$ cat config.mk
export PLATFORM = sky130hd
export DESIGN_NAME = branch_unit_mc
export DESIGN_NICKNAME = d
export VERILOG_FILES = /design/src/rtl/ariane_pkg.sv /design/src/rtl/branch_upd_fifo.sv /design/src/rtl/branch_unit_mc.sv
export SDC_FILE = /design/constraint.sdc
export NUM_CORES = 2
export LEC_CHECK = 0
export CAP_MARGIN = 20
export CORE_MARGIN = 2
export CORE_UTILIZATION = 34
export CTS_CLUSTER_SIZE = 16
export DETAILED_ROUTE_END_ITERATION = 8
export GPL_TIMING_DRIVEN = 0
export PLACE_DENSITY = 0.51
export SLEW_MARGIN = 20
export SYNTH_ARGS = -nofsm -noshare
export SYNTH_HDL_FRONTEND = slang
export SYNTH_HIERARCHICAL = 1
export SYNTH_SLANG_ARGS = --single-unit
$ cat constraint.sdc
create_clock -name clk_i -period 7.6 [get_ports clk_i]
set_input_delay 1.52 -clock clk_i [delete_from_list [all_inputs] [get_ports clk_i]]
set_output_delay 1.52 -clock clk_i [all_outputs]
set_load 0.01 [all_outputs]
$ cat src/rtl/ariane_pkg.sv
// Shared types for branch resolution: operation/control-flow enums, predictor
// update record and the per-port resolve function.
package ariane_pkg;

    localparam int BpVlen = 64;

    typedef enum logic [1:0] {BR_COND, JAL, JALR} br_op_t;

    typedef enum logic [2:0] {NoCF, Branch, Jump, JumpR, Return} cf_t;

    typedef enum logic {ST_RUN, ST_HALT} br_state_e;

    typedef struct packed {
        logic [BpVlen-1:0] pc;
        logic [BpVlen-1:0] target;
        logic              is_taken;
        cf_t               cf_type;
    } bp_update_t;

    typedef struct packed {
        logic [BpVlen-1:0] next_pc;
        logic [BpVlen-1:0] target;
        logic [BpVlen-1:0] redirect;
        logic              taken;
        logic              mispredict;
        logic              ex;
    } br_res_t;

    function automatic br_res_t br_resolve(
        input br_op_t            op,
        input logic [BpVlen-1:0] pc,
        input logic [BpVlen-1:0] opa,
        input logic [BpVlen-1:0] imm,
        input logic              is_comp,
        input logic              comp_res,
        input cf_t               pred_cf,
        input logic [BpVlen-1:0] pred_addr,
        input logic              rvc
    );
        br_res_t r;
        logic    misp_raw;
        r.next_pc = pc + (is_comp ? BpVlen'(2) : BpVlen'(4));
        r.target  = ((op == JALR) ? opa : pc) + imm;
        if (op == JALR) begin
            r.target[0] = 1'b0;
        end
        r.taken = (op == BR_COND) ? comp_res : 1'b1;
        case (op)
            BR_COND: misp_raw = (comp_res != (pred_cf == Branch));
            JALR:    misp_raw = (pred_cf == NoCF) || (r.target != pred_addr);
            default: misp_raw = 1'b0;
        endcase
        // A faulting instruction traps instead of redirecting.
        r.ex         = r.taken && (r.target[0] || (!rvc && r.target[1]));
        r.mispredict = misp_raw && !r.ex;
        r.redirect   = r.taken ? r.target : r.next_pc;
        return r;
    endfunction

endpackage

$ cat src/rtl/branch_upd_fifo.sv
// Multi-push, single-pop first-word-fall-through FIFO; valid push lanes are
// packed into consecutive slots in lane order.
module branch_upd_fifo #(
    parameter int  Depth = 4,
    parameter int  PushW = 2,
    parameter type T     = logic,
    localparam int AddrW = $clog2(Depth),
    localparam int CntW  = AddrW + 1
) (
    input  logic             clk_i,
    input  logic             rst_ni,
    input  logic [PushW-1:0] push_i,
    input  T     [PushW-1:0] push_data_i,
    input  logic             pop_i,
    output logic             valid_o,
    output T                 data_o,
    output logic [CntW-1:0]  free_o
);

    T     [Depth-1:0] mem_q, mem_d;
    logic [AddrW-1:0] wr_ptr_q, wr_ptr_d, rd_ptr_q, rd_ptr_d;
    logic [CntW-1:0]  cnt_q, cnt_d;
    logic [CntW-1:0]  npush;
    logic [AddrW-1:0] slot;
    logic             pop;

    assign valid_o = (cnt_q != '0);
    assign data_o  = valid_o ? mem_q[rd_ptr_q] : '0;
    assign free_o  = CntW'(Depth) - cnt_q;
    assign pop     = valid_o && pop_i;

    always_comb begin
        mem_d = mem_q;
        slot  = wr_ptr_q;
        npush = '0;
        for (int i = 0; i < PushW; i++) begin
            if (push_i[i]) begin
                mem_d[slot] = push_data_i[i];
                slot        = slot + AddrW'(1);
                npush       = npush + CntW'(1);
            end
        end
        wr_ptr_d = slot;
        rd_ptr_d = rd_ptr_q + AddrW'(pop);
        cnt_d    = cnt_q + npush - CntW'(pop);
    end

    always_ff @(posedge clk_i or negedge rst_ni) begin
        if (!rst_ni) begin
            wr_ptr_q <= '0;
            rd_ptr_q <= '0;
            cnt_q    <= '0;
        end else begin
            wr_ptr_q <= wr_ptr_d;
            rd_ptr_q <= rd_ptr_d;
            cnt_q    <= cnt_d;
        end
    end

    always_ff @(posedge clk_i) begin
        mem_q <= mem_d;
    end

    a_no_overflow: assert property (@(posedge clk_i) disable iff (!rst_ni)
        cnt_d <= CntW'(Depth));

endmodule

$ cat src/rtl/branch_unit_mc.sv
// Multi-port branch resolution: registered writeback/redirect, oldest-mispredict
// arbitration with halt-until-flush, and a buffered predictor-update queue.
module branch_unit_mc
    import ariane_pkg::*;
#(
    parameter int NrBrPorts   = 2,
    parameter int VLEN        = BpVlen,
    parameter int TransIdBits = 3,
    parameter int UpdDepth    = 4,
    parameter bit RVC         = 1'b1
) (
    input  logic                                  clk_i,
    input  logic                                  rst_ni,
    input  logic                                  flush_i,
    input  logic [NrBrPorts-1:0]                  valid_i,
    input  br_op_t [NrBrPorts-1:0]                op_i,
    input  logic [NrBrPorts-1:0][TransIdBits-1:0] trans_id_i,
    input  logic [NrBrPorts-1:0][VLEN-1:0]        pc_i,
    input  logic [NrBrPorts-1:0][VLEN-1:0]        operand_a_i,
    input  logic [NrBrPorts-1:0][VLEN-1:0]        imm_i,
    input  logic [NrBrPorts-1:0]                  is_compressed_i,
    input  logic [NrBrPorts-1:0]                  comp_res_i,
    input  cf_t [NrBrPorts-1:0]                   pred_cf_i,
    input  logic [NrBrPorts-1:0][VLEN-1:0]        pred_addr_i,
    output logic                                  ready_o,
    output logic [NrBrPorts-1:0]                  result_valid_o,
    output logic [NrBrPorts-1:0][VLEN-1:0]        result_o,
    output logic [NrBrPorts-1:0][TransIdBits-1:0] result_id_o,
    output logic [NrBrPorts-1:0]                  ex_valid_o,
    output logic                                  mispredict_o,
    output logic [VLEN-1:0]                       redirect_pc_o,
    output logic                                  resolve_branch_o,
    output logic                                  upd_valid_o,
    input  logic                                  upd_ready_i,
    output bp_update_t                            upd_o
);

    localparam int CntW = $clog2(UpdDepth) + 1;

    br_state_e state_q, state_d;
    br_res_t    [NrBrPorts-1:0] res;
    bp_update_t [NrBrPorts-1:0] upd_entry;
    logic [NrBrPorts-1:0] act, push;
    logic                 hit;
    logic [VLEN-1:0]      redir;
    logic [CntW-1:0]      fifo_free;

    logic [NrBrPorts-1:0]                  result_valid_q, result_valid_d;
    logic [NrBrPorts-1:0][VLEN-1:0]        result_q, result_d;
    logic [NrBrPorts-1:0][TransIdBits-1:0] result_id_q, result_id_d;
    logic [NrBrPorts-1:0]                  ex_valid_q, ex_valid_d;
    logic                                  mispredict_q, mispredict_d;
    logic [VLEN-1:0]                       redirect_pc_q, redirect_pc_d;
    logic                                  resolve_q, resolve_d;

    assign ready_o = (state_q == ST_RUN) && (fifo_free >= CntW'(NrBrPorts));
    // A flush in the same cycle drops the inputs entirely.
    assign act = valid_i & {NrBrPorts{ready_o && !flush_i}};

    // Resolve stage: walk ports oldest first; everything after the first mispredict is squashed.
    always_comb begin
        hit            = 1'b0;
        redir          = '0;
        push           = '0;
        upd_entry      = '0;
        result_valid_d = '0;
        result_d       = '0;
        result_id_d    = '0;
        ex_valid_d     = '0;
        for (int i = 0; i < NrBrPorts; i++) begin
            res[i] = br_resolve(op_i[i], pc_i[i], operand_a_i[i], imm_i[i], is_compressed_i[i],
                                comp_res_i[i], pred_cf_i[i], pred_addr_i[i], RVC);
            if (act[i] && !hit) begin
                result_valid_d[i]      = 1'b1;
                result_d[i]            = res[i].next_pc;
                result_id_d[i]         = trans_id_i[i];
                ex_valid_d[i]          = res[i].ex;
                push[i]                = (op_i[i] == BR_COND) || ((op_i[i] == JALR) && res[i].mispredict);
                upd_entry[i].pc        = pc_i[i];
                upd_entry[i].target    = res[i].target;
                upd_entry[i].is_taken  = res[i].taken;
                if (op_i[i] == BR_COND) begin
                    upd_entry[i].cf_type = Branch;
                end else begin
                    upd_entry[i].cf_type = (pred_cf_i[i] == Return) ? Return : JumpR;
                end
                if (res[i].mispredict) begin
                    hit   = 1'b1;
                    redir = res[i].redirect;
                end
            end
        end
        mispredict_d  = hit;
        redirect_pc_d = redir;
        resolve_d     = |act;
    end

    always_comb begin
        state_d = state_q;
        case (state_q)
            ST_RUN:  if (hit) state_d = ST_HALT;
            ST_HALT: if (flush_i) state_d = ST_RUN;
            default: state_d = ST_RUN;
        endcase
    end

    // Output stage: one-cycle registered view of the resolve stage.
    always_ff @(posedge clk_i or negedge rst_ni) begin
        if (!rst_ni) begin
            state_q        <= ST_RUN;
            result_valid_q <= '0;
            result_q       <= '0;
            result_id_q    <= '0;
            ex_valid_q     <= '0;
            mispredict_q   <= 1'b0;
            redirect_pc_q  <= '0;
            resolve_q      <= 1'b0;
        end else begin
            state_q        <= state_d;
            result_valid_q <= result_valid_d;
            result_q       <= result_d;
            result_id_q    <= result_id_d;
            ex_valid_q     <= ex_valid_d;
            mispredict_q   <= mispredict_d;
            redirect_pc_q  <= redirect_pc_d;
            resolve_q      <= resolve_d;
        end
    end

    assign result_valid_o   = result_valid_q;
    assign result_o         = result_q;
    assign result_id_o      = result_id_q;
    assign ex_valid_o       = ex_valid_q;
    assign mispredict_o     = mispredict_q;
    assign redirect_pc_o    = redirect_pc_q;
    assign resolve_branch_o = resolve_q;

    branch_upd_fifo #(
        .Depth (UpdDepth),
        .PushW (NrBrPorts),
        .T     (bp_update_t)
    ) u_upd_fifo (
        .clk_i       (clk_i),
        .rst_ni      (rst_ni),
        .push_i      (push),
        .push_data_i (upd_entry),
        .pop_i       (upd_ready_i),
        .valid_o     (upd_valid_o),
        .data_o      (upd_o),
        .free_o      (fifo_free)
    );

    a_valid_needs_ready: assert property (@(posedge clk_i) disable iff (!rst_ni)
        (|valid_i && !flush_i) |-> ready_o);

endmodule
# After elaboration in Yosys (flattened, before gate mapping)
# Index checks and enable logic that the tools add are counted.
[op_classes] magnitude_cmp=6 n_eq_ne=10 n_mux=54 n_reduce_logical=26 addsub=11 n_bitwise=2
[ops] cell="528-bit bitwise mux" count=2
[ops] cell="528-bit two-way mux" count=2
[ops] cell="132-bit two-way mux" count=6
[ops] cell="64-bit two-way mux" count=10
[ops] cell="132-bit demux with 2-bit select" count=2
[ops] cell="132-bit binary-select mux with 2-bit select" count=1
[ops] cell="64-bit by 3-bit adder with 64-bit output" count=2
[ops] cell="64-bit adder" count=2
[ops] cell="64-bit inequality test" count=2
[ops] cell="3-bit two-way mux" count=9
[ops] cell="1-bit two-way mux" count=17
[ops] cell="1-bit logical AND" count=12
[ops] cell="2-bit by 3-bit < comparator with 1-bit output, second input constant" count=3
[ops] cell="3-bit by 1-bit equality test with 1-bit output, second input constant" count=2
[ops] cell="3-bit equality test, second input constant" count=2
[ops] cell="3-bit logical NOT" count=2
[ops] cell="1-bit one-hot mux with 2 select lines" count=3
[ops] cell="2-bit by 1-bit adder with 2-bit output, second input constant" count=2
[ops] cell="2-bit equality test, second input constant" count=2
[ops] cell="2-bit by 1-bit greater-or-equal comparator with 1-bit output, second input constant" count=2
[ops] cell="1-bit logical NOT" count=4
[ops] cell="2-bit logical NOT" count=2
[ops] cell="1-bit logical OR" count=4
[ops] cell="2-bit two-way mux" count=2
[ops] cell="11 further kinds" count=12
[totals] word_cells=138 input_bits=538 ff_bits=740

# Logic depth before layout (Yosys ltp)
[depth] word_depth=18 mapped_depth=31 mapped_depth_nobuf=27

# Hierarchy
# The synthesis kept the hierarchy.
[by_module_without_submodules] module="branch_upd_fifo" n_inst=1 cells_per_inst=3403 area_per_inst_um2=32630.0
[by_module_without_submodules] module="branch_unit_mc" n_inst=1 cells_per_inst=3745 area_per_inst_um2=26715.6

# Worst setup path after synthesis
# No wires, ideal clock.
[synth_timing] path_kind="input to register" startpoint="input port op_i[1] (netlist bit)" endpoint="register u_upd_fifo.cnt_q[2]" setup_time_ps=123 t_arrival_ps=8028 cell_stages=31 path_buffers=5 setup_slack_ps=-551 path_cell_list="inv_1 > nor2_1 > clkbuf_1 > buf_1 > mux2_2 > ha_1 > buf_2 > and4_1 > clkbuf_1 > and2_1 > nand2_1 > o221a_2 > and4_1 > a2111oi_0 > nand4b_1 > or4_1 > nor4_1 > nand4_1 > nand3_2 > nand2_1 > buf_2 > a211oi_1 > ha_1 > inv_1 > ha_1 > inv_1 > ha_1 > inv_1 > fa_1 > xnor2_1 > xnor2_1"
[synth_between] elab_chain_cells=16 elab_cells_between_ends=25 classes_between="add/sub (4); eq/ne (2); mux (10); reduce/logical (9)"
[synth_rtl] element="start, declared" line_no="branch_unit_mc.sv:16" text="input br_op_t [NrBrPorts-1:0] op_i,"
[synth_rtl] element="2-bit equality test" line_no="ariane_pkg.sv:43, ariane_pkg.sv:44, ariane_pkg.sv:48"
[synth_rtl] element="64-bit two-way mux" line_no="ariane_pkg.sv:43" text="r.target = ((op == JALR) ? opa : pc) + imm;"
[synth_rtl] element="64-bit adder" line_no="ariane_pkg.sv:43"
[synth_rtl] element="1-bit two-way mux" line_no="ariane_pkg.sv:44" text="if (op == JALR) begin"
[synth_rtl] element="64-bit inequality test" line_no="ariane_pkg.sv:50" text="JALR: misp_raw = (pred_cf == NoCF) || (r.target != pred_addr);"
[synth_rtl] element="1-bit logical OR" line_no="ariane_pkg.sv:50"
[synth_rtl] element="1-bit one-hot mux with 2 select lines" line_no="ariane_pkg.sv:48" text="case (op)"
[synth_rtl] element="1-bit logical AND (*)" line_no="ariane_pkg.sv:55" text="r.mispredict = misp_raw && !r.ex;"
[synth_rtl] element="[2 not listed]"
[synth_rtl] element="1-bit logical NOT (*)" line_no="branch_unit_mc.sv:73" text="if (act[i] && !hit) begin"
[synth_rtl] element="1-bit logical AND (*)" line_no="branch_unit_mc.sv:73"
[synth_rtl] element="1-bit two-way mux (*)" line_no="branch_unit_mc.sv:73"
[synth_rtl] element="named net push[1]" line_no="branch_unit_mc.sv:43" text="logic [NrBrPorts-1:0] act, push;"
[synth_rtl] element="3-bit two-way mux (*)" line_no="branch_upd_fifo.sv:37" text="if (push_i[i]) begin"
[synth_rtl] element="3-bit adder (*)" line_no="branch_upd_fifo.sv:45" text="cnt_d = cnt_q + npush - CntW'(pop);"
[synth_rtl] element="3-bit by 1-bit subtractor with 3-bit output (*)" line_no="branch_upd_fifo.sv:45"
[synth_rtl] element="named net u_upd_fifo.cnt_d[2]" line_no="branch_upd_fifo.sv:22" text="logic [CntW-1:0] cnt_q, cnt_d;"
[synth_rtl] element="end signal, assigned" line_no="branch_upd_fifo.sv:56" text="cnt_q <= cnt_d;"
[synth_rtl] element="end, declared" line_no="branch_upd_fifo.sv:22"
# Mark *: on every way through the listed nets, which the timed path passes. The rest lies on a longest branch.

# Final worst setup path
[layout_timing] startpoint="input port pc_i[18] (netlist bit)" endpoint="register redirect_pc_q[26] (netlist: redirect_pc_o[26])"
[layout_between] elab_chain_cells=11 elab_cells_between_ends=16 classes_between="add/sub (2); eq/ne (1); mux (9); reduce/logical (4)"
[layout_rtl] element="start, declared" line_no="branch_unit_mc.sv:18" text="input logic [NrBrPorts-1:0][VLEN-1:0] pc_i,"
[layout_rtl] element="64-bit two-way mux" line_no="ariane_pkg.sv:43"
[layout_rtl] element="64-bit adder" line_no="ariane_pkg.sv:43"
[layout_rtl] element="64-bit inequality test" line_no="ariane_pkg.sv:50"
[layout_rtl] element="1-bit logical OR" line_no="ariane_pkg.sv:50"
[layout_rtl] element="1-bit one-hot mux with 2 select lines" line_no="ariane_pkg.sv:48"
[layout_rtl] element="1-bit logical AND" line_no="ariane_pkg.sv:55"
[layout_rtl] element="1-bit two-way mux" line_no="branch_unit_mc.sv:87" text="if (res[i].mispredict) begin"
[layout_rtl] element="1-bit two-way mux" line_no="branch_unit_mc.sv:73"
[layout_rtl] element="1-bit logical NOT" line_no="branch_unit_mc.sv:73"
[layout_rtl] element="1-bit logical AND" line_no="branch_unit_mc.sv:73"
[layout_rtl] element="64-bit two-way mux (*)" line_no="branch_unit_mc.sv:73"
[layout_rtl] element="named net redir[26]" line_no="branch_unit_mc.sv:45" text="logic [VLEN-1:0] redir;"
[layout_rtl] element="end signal, assigned" line_no="branch_unit_mc.sv:125" text="redirect_pc_q <= redirect_pc_d;"
[layout_rtl] element="end, declared" line_no="branch_unit_mc.sv:53" text="logic [VLEN-1:0] redirect_pc_q, redirect_pc_d;"
# Marked as above.

==> flow_metrics.py <==
metrics = {
    "routing": {
        "detailedRoute.firstIterationViolations": 8886,
        "detailed_route_drc_error_count": 0,
        "post_drt_wl_per_cell_um": 41.6,
        "drt.antenna.violating_nets": 0,
        "via_count": 69772,
        "drt_first_pass_iters": 8,
        "routed_wl_mm": 444,
        "via_per_inst": 6.54,
    },
    "clock_network": {
        "htreeDepth": 3,
        "cts_tree": "yes",
        "clk_pin_slew_worst_paths_ns": 0.06,
        "cts.path.max_buffers": 3,
        "tritoncts.num_buffers": 92,
        "ctsHoldBuffers": 0,
        "clk-insertion-delay-late_ns": 0.78,
        "clock_sinks": 740,
        "ctsRootBufferMaster": "sky130_fd_sc_hd__clkbuf_16",
    },
    "cells_and_area": {
        "layout-drive-gt1-share_pct": 22.0,
        "syn2layout_area_growth_pct": 33.4,
        "multi_input_area_mm2": 0.0432,
        "post-route-util_pct": 45.6,
        "fillCellCount": 17473,
        "final-instance-count-excl-fill": 10671,
        "nets": 8905,
        "footprint_of_the_flip_flops_and_latches_mm2": 0.0159,
    },
    "die": {
        "die_width_um": 422,
        "fp.dieArea_mm2": 0.178,
        "die_h_um": 422,
        "coreArea_mm2": 0.174,
        "row_count": 153,
        "floorplan.initialDensity_pct": 34.2,
        "ioPinCount": 876,
    },
    "grt": {
        "grt_max_degree": 72,
        "grt_usage_pct": 47.7,
        "via_count_of_the_first_global_routing_pass": 66253,
        "overflow": 0,
        "grt_first_pass_wirelength_mm": 584,
        "grt_antenna_before_repair": 80,
    },
    "timing": {
        "timing.slew.headroom_pct": 12.8,
        "final_hold_viol_count": 0,
        "period_needed_ns": 7.80,
        "rsz0062_at_grt": "yes",
        "post-route-period-util_pct": 103,
        "finalSetupViolations": 411,
        "fmaxAchievable_mhz": 128,
        "slew_at_the_pin_closest_to_its_max_slew_limit_ns": 1.30,
        "timing.clock.skew_ns": 0.0454,
        "setup_ws_ns": -0.197,
        "finalMaxSlewViolations": 0,
    },
    "placement": {
        "cells_after_dpl": 10364,
        "hpwl_mm": 366,
        "post-place-ws_ns": -5.20,
        "finalWeightedCongestion": 1.13,
        "port-buffer-count": 874,
    },
    "outcome": {
        "failed_checks": "negative setup slack",
        "run_status": "finished with violations",
    },
    "setup_path": {
        "r2r-start": "u_upd_fifo/cnt_q[0]",
        "worst_reg2reg_endpoint": "u_upd_fifo/mem_q[501]",
        "cp_max_fo": 10,
        "cp_data_required_time_ns": 8.16,
        "timing.critical_path.to_type": "flop",
        "crit_type": "input pin to flop",
        "reg2regPathDepth": 17,
        "crit_arrival_ns": 8.36,
        "start_kind": "input pin",
        "reg2reg_setup_slack_ns": 1.73,
    },
    "power_and_ir_drop": {
        "power_density_mw_per_mm2": 355,
        "peakVddDrop_uv": 210,
        "fin_total_pwr_uw": 28100,
        "leakage_uw": 0.0323,
    },
    "hold_path": {
        "worstHoldStart": "u_upd_fifo/rd_ptr_q[0]",
        "hold_path_depth": 1,
        "worstHoldPathType": "flop to flop",
        "whs_endpoint": "u_upd_fifo/rd_ptr_q[0]",
    },
    "logic_synthesis": {
        "synth_nets": 7838,
        "yosysWarningCount": 6,
        "syn_area_mm2": 0.0593,
        "mean_instance_size_in_the_synthesized_netlist_um2": 8.30,
        "synth_cells": 7147,
    },
    "run": {
        "max_cap_violations": 0,
    },
}
==> state kept, by name, indices dropped and copies added (netlist names) <==
signal / flops
ex_valid_o: 2
mispredict_o: 1
redirect_pc_o: 64
resolve_branch_o: 1
result_id_o: 6
result_o: 128
result_valid_o: 2
state_q: 1
u_upd_fifo/cnt_q: 3
u_upd_fifo/mem_q: 528
u_upd_fifo/rd_ptr_q: 2
u_upd_fifo/wr_ptr_q: 2
==> per-layer routing <==
layer  global-route usage (%)  vias up  wire, um  part of all wire [%]
met3                     14.6     1349     48100                    11
met5                        0        -       218                 0.049
met4                     41.0       32     45700                    10
li1                         -    28607         -                     -
met2                     68.4     4975    182000                    41
met1                     57.9    34809    168000                    38
==> where the power goes <==
group	switching (uW)	leakage (uW)	internal [uW]
logic	10300	0.0235	6930
clock network	2060	0.00150	2610
registers	891	0.00732	5370
==> final cells by class <==
cell class,instances,area share (%)
inverter,115,0.613
timing repair buffer,1026,12.8
sequential,740,20.1
tap,2325,3.68
antenna,56,0.177
buffer,615,4.23
multi-input combinational,5624,54.6
clock inverter,29,0.495
clock buffer,141,3.42
==> metrics by stage <==
| stage | hold slack (ns) | TNS [ns] | area, um^2 |
|---|---|---|---|
| floorplan | 0.478 | 0 | 59400 |
| global placement | 0.495 | -4488.72 | 71000 |
| detailed placement | 0.502 | -2870.15 | 71600 |
| CTS | 0.515 | -0.0139 | 78000 |
| global route | 0.563 | -1.63 | 79000 |
| finish | 0.539 | -21.20 | 79100 |
==> critical path, stage by stage <==
cell and delay [ns]:
sky130_fd_sc_hd__dlygate4sd2_1 0.93, sky130_fd_sc_hd__mux2_2 0.32, sky130_fd_sc_hd__ha_1 0.23, sky130_fd_sc_hd__buf_6 0.16, sky130_fd_sc_hd__a21oi_1 0.31, sky130_fd_sc_hd__o21ai_0 0.19, sky130_fd_sc_hd__nand3_1 0.20, sky130_fd_sc_hd__o211a_4 0.27
sky130_fd_sc_hd__nand2_1 0.24, sky130_fd_sc_hd__a211oi_1 0.48, sky130_fd_sc_hd__nand2_2 0.38, sky130_fd_sc_hd__o2111ai_1 0.41, sky130_fd_sc_hd__nor4_4 0.09, sky130_fd_sc_hd__nand4_1 0.12, sky130_fd_sc_hd__buf_6 0.14, sky130_fd_sc_hd__nand3_4 0.17
sky130_fd_sc_hd__buf_4 0.21, sky130_fd_sc_hd__buf_4 0.17, sky130_fd_sc_hd__nand2_1 0.10, sky130_fd_sc_hd__buf_2 0.42, sky130_fd_sc_hd__buf_4 0.41, sky130_fd_sc_hd__mux2i_2 0.79
==> worst max path at each step <==
stage	slack, ns	endpoint	cells past startpoint	start
after global routing	-0.06	u_upd_fifo/cnt_q[2]	33	op_i[0]
after floorplan	0.01	u_upd_fifo/cnt_q[2]	28	op_i[1]
after detailed placement	-5.20	u_upd_fifo/mem_q[409]	25	op_i[1]
final	-0.20	redirect_pc_o[26]	22	pc_i[18]
after global placement	-6.10	result_o[97]	1	rst_ni
after CTS	-0.01	u_upd_fifo/wr_ptr_q[1]	25	pc_i[14]
==> placed cells by master, fill, tap and decap left out, types with 176 or more instances in the layout <==
master                            count
sky130_fd_sc_hd__a21bo_2            530
sky130_fd_sc_hd__a21oi_1            193
sky130_fd_sc_hd__a31oi_1            543
sky130_fd_sc_hd__and2_1             188
sky130_fd_sc_hd__and3b_1            533
sky130_fd_sc_hd__clkbuf_1           306
sky130_fd_sc_hd__clkdlybuf4s50_1    815
sky130_fd_sc_hd__dfrtp_1            212
sky130_fd_sc_hd__dfxtp_1            528
sky130_fd_sc_hd__nand2_1            432
sky130_fd_sc_hd__nand3_1            665
sky130_fd_sc_hd__nor2_1             531
sky130_fd_sc_hd__xnor2_1            176
==> what timing repair did <==
action | 4_1_cts | 5_1_grt
resized for setup | 791 | 272
pin swaps | 76 | 54
buffers inserted | 91 | 41
setup endpoints to repair | 668 | 545
cloned | 2 | 0
Note: power is estimated with default switching activity, not from simulation.
